## src/rtl/nes_decode_pkg.sv

```systemverilog
// Shared 6502/65C02 decode types and the pure opcode classification table.
package nes_decode_pkg;

  localparam int BYTE = 8;

  typedef enum logic [3:0] {
    MODE_IMP, MODE_ACC, MODE_IMM, MODE_ZP, MODE_ZPX, MODE_ZPY, MODE_ABS, MODE_ABSX,
    MODE_ABSY, MODE_IND, MODE_INDX, MODE_INDY, MODE_REL, MODE_ZPI, MODE_AIX
  } addressing_mode_t;

  // REG_NONE encodes as zero so an idle/reset packet reads as "no destination".
  typedef enum logic [1:0] {REG_NONE, REG_A, REG_X, REG_Y} reg_id_t;

  typedef enum logic [1:0] {ST_OPC, ST_OP_LO, ST_OP_HI} seq_state_t;

  typedef struct packed {
    addressing_mode_t mode;
    reg_id_t          dst;
    logic [1:0]       len;
    logic             illegal;
  } decode_t;

  typedef struct packed {
    logic [BYTE-1:0]   opcode;
    logic [2*BYTE-1:0] operand;
    addressing_mode_t  mode;
    reg_id_t           dst;
    logic [1:0]        len;
    logic              illegal;
  } instr_pkt_t;

  function automatic logic [1:0] mode_len(input addressing_mode_t m);
    case (m)
      MODE_IMP, MODE_ACC:                           return 2'd1;
      MODE_ABS, MODE_ABSX, MODE_ABSY, MODE_IND,
      MODE_AIX:                                     return 2'd3;
      default:                                      return 2'd2;
    endcase
  endfunction

  // Classify by the aaa/bbb/cc opcode fields; anything outside the documented set is illegal.
  function automatic decode_t decode_opcode(input logic [BYTE-1:0] opcode, input logic cmos_en);
    decode_t    d;
    logic [2:0] aaa;
    logic [2:0] bbb;
    aaa       = opcode[7:5];
    bbb       = opcode[4:2];
    d.mode    = MODE_IMP;
    d.dst     = REG_NONE;
    d.illegal = 1'b0;
    case (opcode[1:0])
      2'b01: begin
        case (bbb)
          3'd0:    d.mode = MODE_INDX;
          3'd1:    d.mode = MODE_ZP;
          3'd2:    d.mode = MODE_IMM;
          3'd3:    d.mode = MODE_ABS;
          3'd4:    d.mode = MODE_INDY;
          3'd5:    d.mode = MODE_ZPX;
          3'd6:    d.mode = MODE_ABSY;
          default: d.mode = MODE_ABSX;
        endcase
        if (opcode == 8'h89) d.illegal = 1'b1;
        if (aaa != 3'd4 && aaa != 3'd6) d.dst = REG_A;
      end
      2'b10: begin
        case (bbb)
          3'd0: begin
            if (aaa == 3'd5) d.mode = MODE_IMM;
            else             d.illegal = 1'b1;
          end
          3'd1: d.mode = MODE_ZP;
          3'd2: d.mode = (aaa < 3'd4) ? MODE_ACC : MODE_IMP;
          3'd3: d.mode = MODE_ABS;
          3'd4: begin
            if (cmos_en) d.mode = MODE_ZPI;
            else         d.illegal = 1'b1;
          end
          3'd5: d.mode = (aaa == 3'd4 || aaa == 3'd5) ? MODE_ZPY : MODE_ZPX;
          3'd6: begin
            if (aaa != 3'd4 && aaa != 3'd5) d.illegal = 1'b1;
          end
          default: begin
            if (aaa == 3'd4)      d.illegal = 1'b1;
            else if (aaa == 3'd5) d.mode = MODE_ABSY;
            else                  d.mode = MODE_ABSX;
          end
        endcase
        if (bbb == 3'd4)                           d.dst = (aaa != 3'd4 && aaa != 3'd6) ? REG_A : REG_NONE;
        else if (aaa == 3'd5)                      d.dst = REG_X;
        else if (bbb == 3'd2 && aaa == 3'd6)       d.dst = REG_X;
        else if (bbb == 3'd2 && aaa != 3'd7)       d.dst = REG_A;
      end
      2'b00: begin
        case (bbb)
          3'd0: begin
            if (aaa == 3'd1)      d.mode = MODE_ABS;
            else if (aaa == 3'd4) d.illegal = 1'b1;
            else if (aaa >= 3'd5) d.mode = MODE_IMM;
          end
          3'd1: begin
            if (aaa == 3'd0 || aaa == 3'd2 || aaa == 3'd3) d.illegal = 1'b1;
            else                                            d.mode = MODE_ZP;
          end
          3'd2: d.mode = MODE_IMP;
          3'd3: begin
            if (aaa == 3'd0)      d.illegal = 1'b1;
            else if (aaa == 3'd3) d.mode = MODE_IND;
            else                  d.mode = MODE_ABS;
          end
          3'd4: d.mode = MODE_REL;
          3'd5: begin
            if (aaa == 3'd4 || aaa == 3'd5) d.mode = MODE_ZPX;
            else                            d.illegal = 1'b1;
          end
          3'd6: d.mode = MODE_IMP;
          default: begin
            if (aaa == 3'd5)                 d.mode = MODE_ABSX;
            else if (aaa == 3'd3 && cmos_en) d.mode = MODE_AIX;
            else                             d.illegal = 1'b1;
          end
        endcase
        if (aaa == 3'd5 && bbb != 3'd4 && bbb != 3'd6)      d.dst = REG_Y;
        else if (bbb == 3'd2 && aaa == 3'd3)                d.dst = REG_A;
        else if (bbb == 3'd2 && (aaa == 3'd4 || aaa == 3'd6)) d.dst = REG_Y;
        else if (bbb == 3'd2 && aaa == 3'd7)                d.dst = REG_X;
        else if (bbb == 3'd6 && aaa == 3'd4)                d.dst = REG_A;
      end
      default: d.illegal = 1'b1;
    endcase
    if (d.illegal) begin
      d.mode = MODE_IMP;
      d.dst  = REG_NONE;
    end
    d.len = mode_len(d.mode);
    return d;
  endfunction

endpackage

```

## src/rtl/decode_operand_sequencer_instr_queue.sv

```systemverilog
// Synchronous FIFO of decoded packets; head is read straight from storage.
module instr_queue
  import nes_decode_pkg::*;
#(
  parameter int DEPTH = 2,
  parameter int PC_W  = 16
) (
  input  logic                     clk_i,
  input  logic                     rst_i,
  input  logic                     flush_i,
  input  logic                     push_i,
  input  logic [PC_W-1:0]          push_pc_i,
  input  instr_pkt_t               push_pkt_i,
  input  logic                     pop_i,
  output logic                     valid_o,
  output logic [PC_W-1:0]          head_pc_o,
  output instr_pkt_t               head_pkt_o,
  output logic [$clog2(DEPTH):0]   count_o
);

  localparam int AW = (DEPTH > 1) ? $clog2(DEPTH) : 1;
  localparam int CW = $clog2(DEPTH) + 1;
  localparam logic [AW-1:0] LAST = AW'(DEPTH - 1);

  logic [PC_W-1:0] pc_mem  [DEPTH];
  instr_pkt_t      pkt_mem [DEPTH];
  logic [AW-1:0]   wr_ptr, rd_ptr;
  logic [CW-1:0]   count;
  logic            do_push, do_pop;

  assign do_push = push_i && (count != CW'(DEPTH)) && !flush_i;
  assign do_pop  = pop_i && (count != '0) && !flush_i;

  // Pointer and occupancy bookkeeping; flush empties the queue like reset.
  always_ff @(posedge clk_i) begin
    if (rst_i || flush_i) begin
      wr_ptr <= '0;
      rd_ptr <= '0;
      count  <= '0;
    end else begin
      if (do_push) wr_ptr <= (wr_ptr == LAST) ? '0 : wr_ptr + 1'b1;
      if (do_pop)  rd_ptr <= (rd_ptr == LAST) ? '0 : rd_ptr + 1'b1;
      case ({do_push, do_pop})
        2'b10:   count <= count + 1'b1;
        2'b01:   count <= count - 1'b1;
        default: count <= count;
      endcase
    end
  end

  // Entry storage.
  // NOTE: storage is deliberately not reset; count/pointers define which entries are meaningful.
  always_ff @(posedge clk_i) begin
    if (do_push) begin
      pc_mem[wr_ptr]  <= push_pc_i;
      pkt_mem[wr_ptr] <= push_pkt_i;
    end
  end

  assign valid_o    = (count != '0);
  assign head_pc_o  = pc_mem[rd_ptr];
  assign head_pkt_o = pkt_mem[rd_ptr];
  assign count_o    = count;

endmodule

```

## src/rtl/decode_operand_sequencer.sv

```systemverilog
// Byte-stream front end: classifies opcodes, gathers operands, queues one packet per instruction.
module decode_operand_sequencer
  import nes_decode_pkg::*;
#(
  parameter int              PC_W      = 16,
  parameter logic [PC_W-1:0] RESET_PC  = PC_W'(16'hFFFC),
  parameter int              OUT_DEPTH = 2,
  parameter bit              CMOS_EN   = 1'b0
) (
  input  logic                       clk_i,
  input  logic                       rst_i,
  input  logic                       flush_i,
  input  logic [PC_W-1:0]            flush_pc_i,
  input  logic                       byte_valid_i,
  input  logic [7:0]                 byte_i,
  output logic                       byte_ready_o,
  output logic                       instr_valid_o,
  input  logic                       instr_ready_i,
  output logic [PC_W-1:0]            instr_pc_o,
  output logic [7:0]                 instr_opcode_o,
  output logic [15:0]                instr_operand_o,
  output addressing_mode_t           instr_mode_o,
  output reg_id_t                    instr_reg_o,
  output logic [1:0]                 instr_len_o,
  output logic                       instr_illegal_o,
  output logic [$clog2(OUT_DEPTH):0] count_o
);

  localparam int CW = $clog2(OUT_DEPTH) + 1;

  seq_state_t      state;
  logic [PC_W-1:0] pc, op_pc;
  logic [7:0]      op_code, op_lo;
  decode_t         op_dec, byte_dec;
  logic            accept, push;
  logic [PC_W-1:0] push_pc;
  instr_pkt_t      push_pkt;
  logic            q_valid, show_head;
  logic [PC_W-1:0] head_pc;
  instr_pkt_t      head_pkt;
  logic [CW-1:0]   q_count;

  // Never take a byte unless the queue has room for the packet it might complete.
  assign byte_ready_o = !rst_i && !flush_i && (q_count != CW'(OUT_DEPTH));
  assign accept       = byte_valid_i && byte_ready_o;
  assign byte_dec     = decode_opcode(byte_i, CMOS_EN);

  // Build the packet completed by the byte accepted this cycle, if any.
  // NOTE: every always_comb output gets a default first so no path infers a latch.
  always_comb begin
    push                 = 1'b0;
    push_pc              = op_pc;
    push_pkt.opcode      = op_code;
    push_pkt.operand     = 16'h0000;
    push_pkt.mode        = op_dec.mode;
    push_pkt.dst         = op_dec.dst;
    push_pkt.len         = op_dec.len;
    push_pkt.illegal     = op_dec.illegal;
    case (state)
      ST_OPC: begin
        push             = accept && (byte_dec.len == 2'd1);
        push_pc          = pc;
        push_pkt.opcode  = byte_i;
        push_pkt.mode    = byte_dec.mode;
        push_pkt.dst     = byte_dec.dst;
        push_pkt.len     = byte_dec.len;
        push_pkt.illegal = byte_dec.illegal;
      end
      ST_OP_LO: begin
        push             = accept && (op_dec.len == 2'd2);
        push_pkt.operand = {8'h00, byte_i};
      end
      ST_OP_HI: begin
        push             = accept;
        push_pkt.operand = {byte_i, op_lo};
      end
      default: push = 1'b0;
    endcase
  end

  // Sequencer FSM, pc counter and operand capture; reset, then flush, then handshakes.
  // NOTE: sequential state uses non-blocking assignment so all registers update together.
  always_ff @(posedge clk_i) begin
    if (rst_i) begin
      state   <= ST_OPC;
      pc      <= RESET_PC;
      op_pc   <= '0;
      op_code <= '0;
      op_lo   <= '0;
      op_dec  <= '0;
    end else if (flush_i) begin
      state <= ST_OPC;
      pc    <= flush_pc_i;
    end else if (accept) begin
      pc <= pc + 1'b1;
      case (state)
        ST_OPC: begin
          if (byte_dec.len != 2'd1) begin
            op_pc   <= pc;
            op_code <= byte_i;
            op_dec  <= byte_dec;
            state   <= ST_OP_LO;
          end
        end
        ST_OP_LO: begin
          if (op_dec.len == 2'd2) begin
            state <= ST_OPC;
          end else begin
            op_lo <= byte_i;
            state <= ST_OP_HI;
          end
        end
        default: state <= ST_OPC;
      endcase
    end
  end

  instr_queue #(
    .DEPTH (OUT_DEPTH),
    .PC_W  (PC_W)
  ) u_queue (
    .clk_i      (clk_i),
    .rst_i      (rst_i),
    .flush_i    (flush_i),
    .push_i     (push),
    .push_pc_i  (push_pc),
    .push_pkt_i (push_pkt),
    .pop_i      (instr_ready_i),
    .valid_o    (q_valid),
    .head_pc_o  (head_pc),
    .head_pkt_o (head_pkt),
    .count_o    (q_count)
  );

  // Payload reads as zero whenever there is no valid head or reset is held.
  assign show_head       = q_valid && !rst_i;
  assign instr_valid_o   = show_head;
  assign instr_pc_o      = show_head ? head_pc          : '0;
  assign instr_opcode_o  = show_head ? head_pkt.opcode  : 8'h00;
  assign instr_operand_o = show_head ? head_pkt.operand : 16'h0000;
  assign instr_mode_o    = show_head ? head_pkt.mode    : MODE_IMP;
  assign instr_reg_o     = show_head ? head_pkt.dst     : REG_NONE;
  assign instr_len_o     = show_head ? head_pkt.len     : 2'd0;
  assign instr_illegal_o = show_head ? head_pkt.illegal : 1'b0;
  assign count_o         = q_count;

endmodule

```

## config.mk

```make
export PLATFORM = sky130hd
export DESIGN_NAME = decode_operand_sequencer
export DESIGN_NICKNAME = d
export VERILOG_FILES = /design/src/rtl/nes_decode_pkg.sv /design/src/rtl/decode_operand_sequencer_instr_queue.sv /design/src/rtl/decode_operand_sequencer.sv
export SDC_FILE = /design/constraint.sdc
export NUM_CORES = 1
export LEC_CHECK = 0
export ABC_AREA = 1
export ABC_CLOCK_PERIOD_IN_PS = 5850
export BUFFER_PORTS_ARGS = -buffer_cell sky130_fd_sc_hd__buf_4
export CORE_UTILIZATION = 52
export CTS_BUF_LIST = sky130_fd_sc_hd__clkbuf_4 sky130_fd_sc_hd__clkbuf_8
export DETAILED_ROUTE_END_ITERATION = 6
export PLACE_DENSITY_LB_ADDON = 0.15
export SYNTH_ARGS = -nofsm -noshare
export SYNTH_HDL_FRONTEND = slang
export SYNTH_HIERARCHICAL = 1
export SYNTH_SLANG_ARGS = --single-unit
```

## constraint.sdc

```tcl
create_clock -name clk_i -period 5.85 [get_ports clk_i]
set_input_delay 0.8775 -clock clk_i [delete_from_list [all_inputs] [get_ports clk_i]]
set_output_delay 0.8775 -clock clk_i [all_outputs]
set_load 0.05 [all_outputs]
```

## Word level (Yosys, flattened, before mapping)

Memories as Yosys holds them, arrays and structs flattened. A register that Yosys moved wholly into a read port is not among the register bits.
Cells that the tools add are included.

| word-level totals | value |
|---|---|
| output and inout bits | 53 |
| register bits | 63 |
| memories | 2 |
| input port bits | 29 |
| bits in writable memories | 98 |

| operators by class | value |
|---|---|
| multiplexer cells | 66 |
| reductions and logical operators | 45 |
| eq/ne operators | 37 |
| bitwise operators | 2 |
| add/subtract/negate cells | 5 |
| $lt $le $gt $ge | 2 |

Memories:

| memory | depth | bits a word | read ports | clocked after Yosys merged registers in | wr ports | RTL line | text |
|---|---|---|---|---|---|---|---|
| u_queue.pkt_mem | 2 | 33 | 1 | 1 | 1 | decode_operand_sequencer_instr_queue.sv:26 | `instr_pkt_t pkt_mem [DEPTH];` |
| u_queue.pc_mem | 2 | 16 | 1 | 1 | 1 | decode_operand_sequencer_instr_queue.sv:25 | `logic [PC_W-1:0] pc_mem [DEPTH];` |

Operators with widths:

| kind | count |
|---|---|
| $mux 16 | 5 |
| $pmux 4 s6 | 2 |
| $pmux 16 s2 | 1 |
| $mux 2 | 15 |
| $pmux 4 s7 | 1 |
| $mux 1 | 22 |
| $eq 3x3->1 const B | 7 |
| $logic_and 1x1->1 | 20 |
| $mux 4 | 5 |
| $ne 3x3->1 const B | 6 |
| $pmux 6 s3 | 1 |
| $add 16x1->16 const B | 1 |
| $mux 8 | 2 |
| $eq 3x2->1 const B | 4 |
| $eq 4x4->1 const B | 3 |
| $pmux 2 s2 | 3 |
| $mux 3 | 3 |
| $mux 9 | 1 |
| $eq 2x1->1 const B | 4 |
| $eq 2x2->1 const B | 4 |
| $eq 4x3->1 const B | 2 |
| $eq 8x8->1 const B | 1 |
| $reduce_and 4->1 | 2 |
| $reduce_or 2->1 | 4 |
| 24 further kinds | 38 |

## Depth between registers and ports, before layout

| logic depth | value |
|---|---|
| depth after elaboration | 19 |
| mapped depth | 22 |

## By module

The synthesis kept the hierarchy.

By module, submodules not included:

| module | cells each | times used | area each (um^2) |
|---|---|---|---|
| decode_operand_sequencer | 682 | 1 | 4067.7 |
| instr_queue | 191 | 1 | 3831.2 |

## Worst setup path after synthesis

Ideal clock, no wire load.

| path | value |
|---|---|
| path kind | input to register |
| start point | input flush_i |
| end point | memory u_queue.pc_mem[1][0], enable pin |
| data required time | 5.393 ns |
| slack | 0.516 ns |
| setup time | 0.457 ns |
| stages | 12 |
| arrival | 4.876 ns |
| cell sequence | clkbuf_1 nor2_1 inv_2 a21oi_2 nand2_1 clkbuf_1 or2_2 a21oi_1 inv_1 nor2_1 nand2_1 nor2_1 |

| on the way | value |
|---|---|
| word-level cells in the longest chain between the ends | 10 |

RTL lines:

| what | RTL line | text |
|---|---|---|
| start: declaration | decode_operand_sequencer.sv:12 | `input logic flush_i,` |
| $logic_not 1->1 * | decode_operand_sequencer.sv:44 | `assign byte_ready_o = !rst_i && !flush_i && (q_count != CW'(OUT_DEPTH));` |
| $logic_and 1x1->1 * (2 in a row) | decode_operand_sequencer.sv:44 |  |
| named net byte_ready_o | decode_operand_sequencer.sv:16 | `output logic byte_ready_o,` |
| $logic_and 1x1->1 * | decode_operand_sequencer.sv:45 | `assign accept = byte_valid_i && byte_ready_o;` |
| $logic_and 1x1->1 (on tied branches) | decode_operand_sequencer.sv:70, decode_operand_sequencer.sv:61 |  |
| $pmux 1 s3 * | decode_operand_sequencer.sv:59 | `case (state)` |
| named net push | decode_operand_sequencer.sv:35 | `logic accept, push;` |
| $logic_and 1x1->1 * (2 in a row) | decode_operand_sequencer_instr_queue.sv:31 | `assign do_push = push_i && (count != CW'(DEPTH)) && !flush_i;` |
| $mux 1 * | decode_operand_sequencer_instr_queue.sv:54 | `if (do_push) begin` |
| $mux 1 (not written as such) * | decode_operand_sequencer_instr_queue.sv:55 | `pc_mem[wr_ptr] <= push_pc_i;` |
| end: declaration | decode_operand_sequencer_instr_queue.sv:25 |  |

The timed path passes the listed nets; every way through them passes the cells marked *.

## Final worst setup path

| path | value |
|---|---|
| start point | input byte_i[4] |
| end point | memory u_queue/pkt_mem[0][29] in the netlist's numbering, enable pin |

| on the way | value |
|---|---|
| word-level cells in the longest chain between the ends | 15 |

RTL lines:

| what | RTL line | text |
|---|---|---|
| start: declaration | decode_operand_sequencer.sv:15 | `input logic [7:0] byte_i,` |
| $eq 3x2->1, or another cell as far along | nes_decode_pkg.sv:53, nes_decode_pkg.sv:67, nes_decode_pkg.sv:95 |  |
| $reduce_or 4->1 (no line), or another cell as far along | n/a |  |
| $pmux 1 s4, or another cell as far along | nes_decode_pkg.sv:67 | `case (bbb)` |
| $pmux 1 s3 or $pmux 6 s3 (tied branches) | nes_decode_pkg.sv:51 | `case (opcode[1:0])` |
| $mux 6 * | nes_decode_pkg.sv:131 | `if (d.illegal) begin` |
| $eq 4x3->1, or another cell as far along | nes_decode_pkg.sv:33 | `case (m)` |
| $reduce_or 5->1 or $reduce_or 2->1 (tied branches) | nes_decode_pkg.sv:33 |  |
| $pmux 2 s2 * | nes_decode_pkg.sv:33 |  |
| $eq 2x1->1 * | decode_operand_sequencer.sv:61 | `push = accept && (byte_dec.len == 2'd1);` |
| $logic_and 1x1->1 * | decode_operand_sequencer.sv:61 |  |
| $pmux 1 s3 * | decode_operand_sequencer.sv:59 |  |
| named net push | decode_operand_sequencer.sv:35 |  |
| $logic_and 1x1->1 * (2 in a row) | decode_operand_sequencer_instr_queue.sv:31 |  |
| $mux 1 * | decode_operand_sequencer_instr_queue.sv:54 |  |
| $mux 1 (not written as such) * | decode_operand_sequencer_instr_queue.sv:56 | `pkt_mem[wr_ptr] <= push_pkt_i;` |
| end: declaration | decode_operand_sequencer_instr_queue.sv:26 |  |

Marks and branches as above.

==> summary.md <==
| Metric | Value |
|---|---|
| Outcome | `complete, but fails checks` |
| Failing checks | `DRC` |
| Hold Buf Count CTS | `0` |
| DR vias/cell | `around 5.2` |
| VDD IR max | `roughly 0.20 mV` |
| Layout Cells excl Fill | `1,134` |
| Setup tns final | `0 ns` |
| Placed instance area | `roughly 0.0086 mm^2` |
| ANT cells | `0` |
| Yosys top cell by area | `edfxtp_1` |
| Number of synthesized flops with an enable pin | `just under 100` |
| Worst slew margin | `approximately two fifths` |
| Final Cycle Share | `62.8%` |
| Synthesis-to-finish area growth | `14.3%` |
| Register area share after synthesis | `53.5%` |
| RSZ-0062 raised after global routing | `false` |
| Pwr dens | `264 mW/mm^2` |
| Starting Density | `between 50 and 60%` |
| Layout cells sized above 1 | `21.1%` |
| Synth area leaders | `edfxtp_1, dfxtp_1, nor2_1, nand2_1, mux2_2` |
| Core ar. | `about 0.015 mm^2` |
| Crit start category | `input port` |
| First-pass GRT wire length | `around 27,000 um` |
| Final WL | `approximately 17,000 um` |
| Worst-Margin Slew | `slightly above 0.9 ns` |
| Clock Tree Buf Depth | `2` |
| Hold Vio Cnt, Final | `0` |
| Clock sink count | `around 160` |
| Post-route cell area | `around 0.009 mm^2` |
| Number of synthesized register bits | `about 160` |
| Die ar. | `0.0157 mm^2` |
| Library cells used by synthesis | `46` |
| CTS tree | `done` |
| Dpl cells | `~1,100` |
| Gr usage total | `about 22%` |
| Post-Syn Nets | `between 900 and 1,000` |
| Remaining DRCs | `6` |
| DR pass1 iterations | `7` |
| Final core occ | `between 60% and 70%` |
| Post-cts sizing count | `0` |
| Global route overflow | `0` |
| Setup CP Type | `in2reg` |
| CP max stage delay | `0.50 ns` |
| Placer Congestion | `roughly 0.9` |
| Leak pwr | `0.00376 uW` |
| Most frequent cell after synthesis | `nor2_1` |
| CP cell instances | `buf_4 -> inv_1 -> nand2_1 -> nor2_1 -> nand2_1 -> nand2_1 -> nand2_1 -> nand2_1 -> inv_2 -> nand3_4 -> nand3_1 -> nand2_1 -> nand2_1 -> a21oi_1 -> inv_1 -> nor2_1 -> nand2_1 -> nor2_4 -> buf_4` |
| Via count | `roughly 5,900` |
| CTS Buf Count | `17` |
| Final Skew | `0.00779 ns` |
| CTS H-tree depth | `4` |
| CP required | `~6.0 ns` |
| Ys flop type | `edfxtp_1` |
| Most numerous cell on the critical path | `nand2_1` |
| Initial antenna violation count | `0` |
| Port-buffer cells | `roughly 80` |
| Boundary Pins | `82` |
| Post-synth top area share | `a little under two fifths` |
| Syn Inst Count | `approximately 870` |
| Min cycle time layout | `~3.7 ns` |
| Post-DP HPWL | `approximately 11,000 um` |
| Vias in the first global route | `roughly 5,200` |
| Root Driver | `clkbuf_8` |
| Max Freq | `272 MHz` |
| Syn avg cell area | `9.05 um^2` |
| Mapped cell area | `0.00790 mm^2` |
| ANT nets after route | `0` |
| Post-CTS Setup Inserts | `0` |
| CP endpoint kind | `flip-flop` |
| Asr flop ratio synth | `0%` |
| Worst skew pair latency | `0.46 ns` |
| Largest net degree at the start of global routing | `50` |
| Row count | `44` |
| Slew Limit Fails | `0` |
| Nets | `between 900 and 1,000` |
| Worst Hold Class | `reg2reg` |
| CP arrival | `3.79 ns` |
| Drt wl/cell | `~15 um` |
| Max-Cap Viols | `0` |
| Critical Path Fanout Max | `34` |
| Slowest-stage cell, CP | `buf_4` |
| Die Y-Extent | `roughly 130 um` |
| Setup violators final | `0` |
| Die Wd | `between 100 and 150 um` |
| DR iter-0 viols | `roughly 490` |
| Number of fill cells | `1,271` |
| YS warnings | `6` |
| Synth cell count leaders | `nor2_1, nand2_1, inv_1` |
| CTS clock-pin slew for the worst setup and hold paths | `0.08 ns` |
power by group:
part           switching, uW  internal [uW]
sequential              17.8           1230
clock                    422            521
combinational            128           63.6
total                    568           1820
path summary, 6_finish.rpt:
kind,startpoint,endpoint,slack [ns],cells past startpoint
setup reg to reg,u_queue/count_o[0]$_SDFFE_PP0P_,u_queue/pkt_mem[0][29]$_DFFE_PP_,2.61,10
hold reg to reg,op_dec[0]$_SDFFE_PP0P_,op_dec[0]$_SDFFE_PP0P_,0.46,2
setup / recovery,byte_i[4],u_queue/pkt_mem[0][29]$_DFFE_PP_,2.17,19
hold / removal,op_dec[0]$_SDFFE_PP0P_,op_dec[0]$_SDFFE_PP0P_,0.46,2
cell usage in the layout (no fill, tap or decap), drive strengths merged:
cell	instances
nor2	158
nand2	153
inv	113
edfxtp	98
buf	88
o21ai	71
dfxtp	64
mux2	49
a21oi	46
nand3	25
clkbuf	18
xor2	10
o221ai	8
nand4	7
ha	6
bufinv	5
nor3	5
a31oi	4
clkinv	4
or2	3
o211ai	2
o31ai	2
o21bai	2
a21boi	2
o311ai	1
xnor2	1
a22oi	1
o22ai	1
a211oi	1
nor4	1
clkinvlp	1
registers in the layout, summed over array words and instances, names as in the netlist, named ones only:
name             cells
u_queue/pkt_mem     66
u_queue/pc_mem      32
op_pc               16
pc                  16
op_dec               9
op_code              8
op_lo                8
state                2
u_queue/count_o      2
u_queue/rd_ptr       1
u_queue/wr_ptr       1
metrics by stage:
stage,hold WS [ns],worst slack (ns),total power (uW)
after global placement,0.453,1.78,1460
after detailed placement,0.450,1.72,1460
after global routing,0.483,1.85,2480
after CTS,0.466,2.23,2400
after floorplan,0.426,0.516,1410
final,0.463,2.17,2380
area by class of cell:
| class | count | area (um^2) | share of cell area, % |
|---|---|---|---|
| multi-input combinational | 559 | 3030 | 33.6 |
| tap | 184 | 230 | 2.55 |
| clock inverter | 14 | 228 | 2.52 |
| timing repair buffer | 88 | 661 | 7.32 |
| clock buffer | 18 | 241 | 2.67 |
| sequential | 162 | 4230 | 46.8 |
| inverter | 109 | 414 | 4.59 |
cells by family (layout without fill, tap and decap cells):
group,after synthesis,in the layout,synth area share (%)
adders and majority gates,6,6,0.950
DFF,162,162,53.5
and+or+nand+nor,352,352,18.6
muxes,49,49,7.46
xor gates and xnor gates,11,11,1.22
AOI/OAI and AO/OA,141,141,9.85
buffers and inverters,152,229,8.40
critical path, delay by kind of cell:
family                 cells  cell delay (ns)
AOI/OAI and AO/OA          1             0.12
buffers and inverters      5             0.96
and+or+nand+nor           13             1.83
layer usage:
layer / up-vias / wire [um] / track usage [%]
met4: 0 / 244 / 7.32
met2: 191 / 7010 / 31.6
met3: 24 / 919 / 4.28
li1: 2995 / - / -
met5: - / 0 / 0
met1: 2670 / 8650 / 34.3
(Power assumes the default switching activity.)
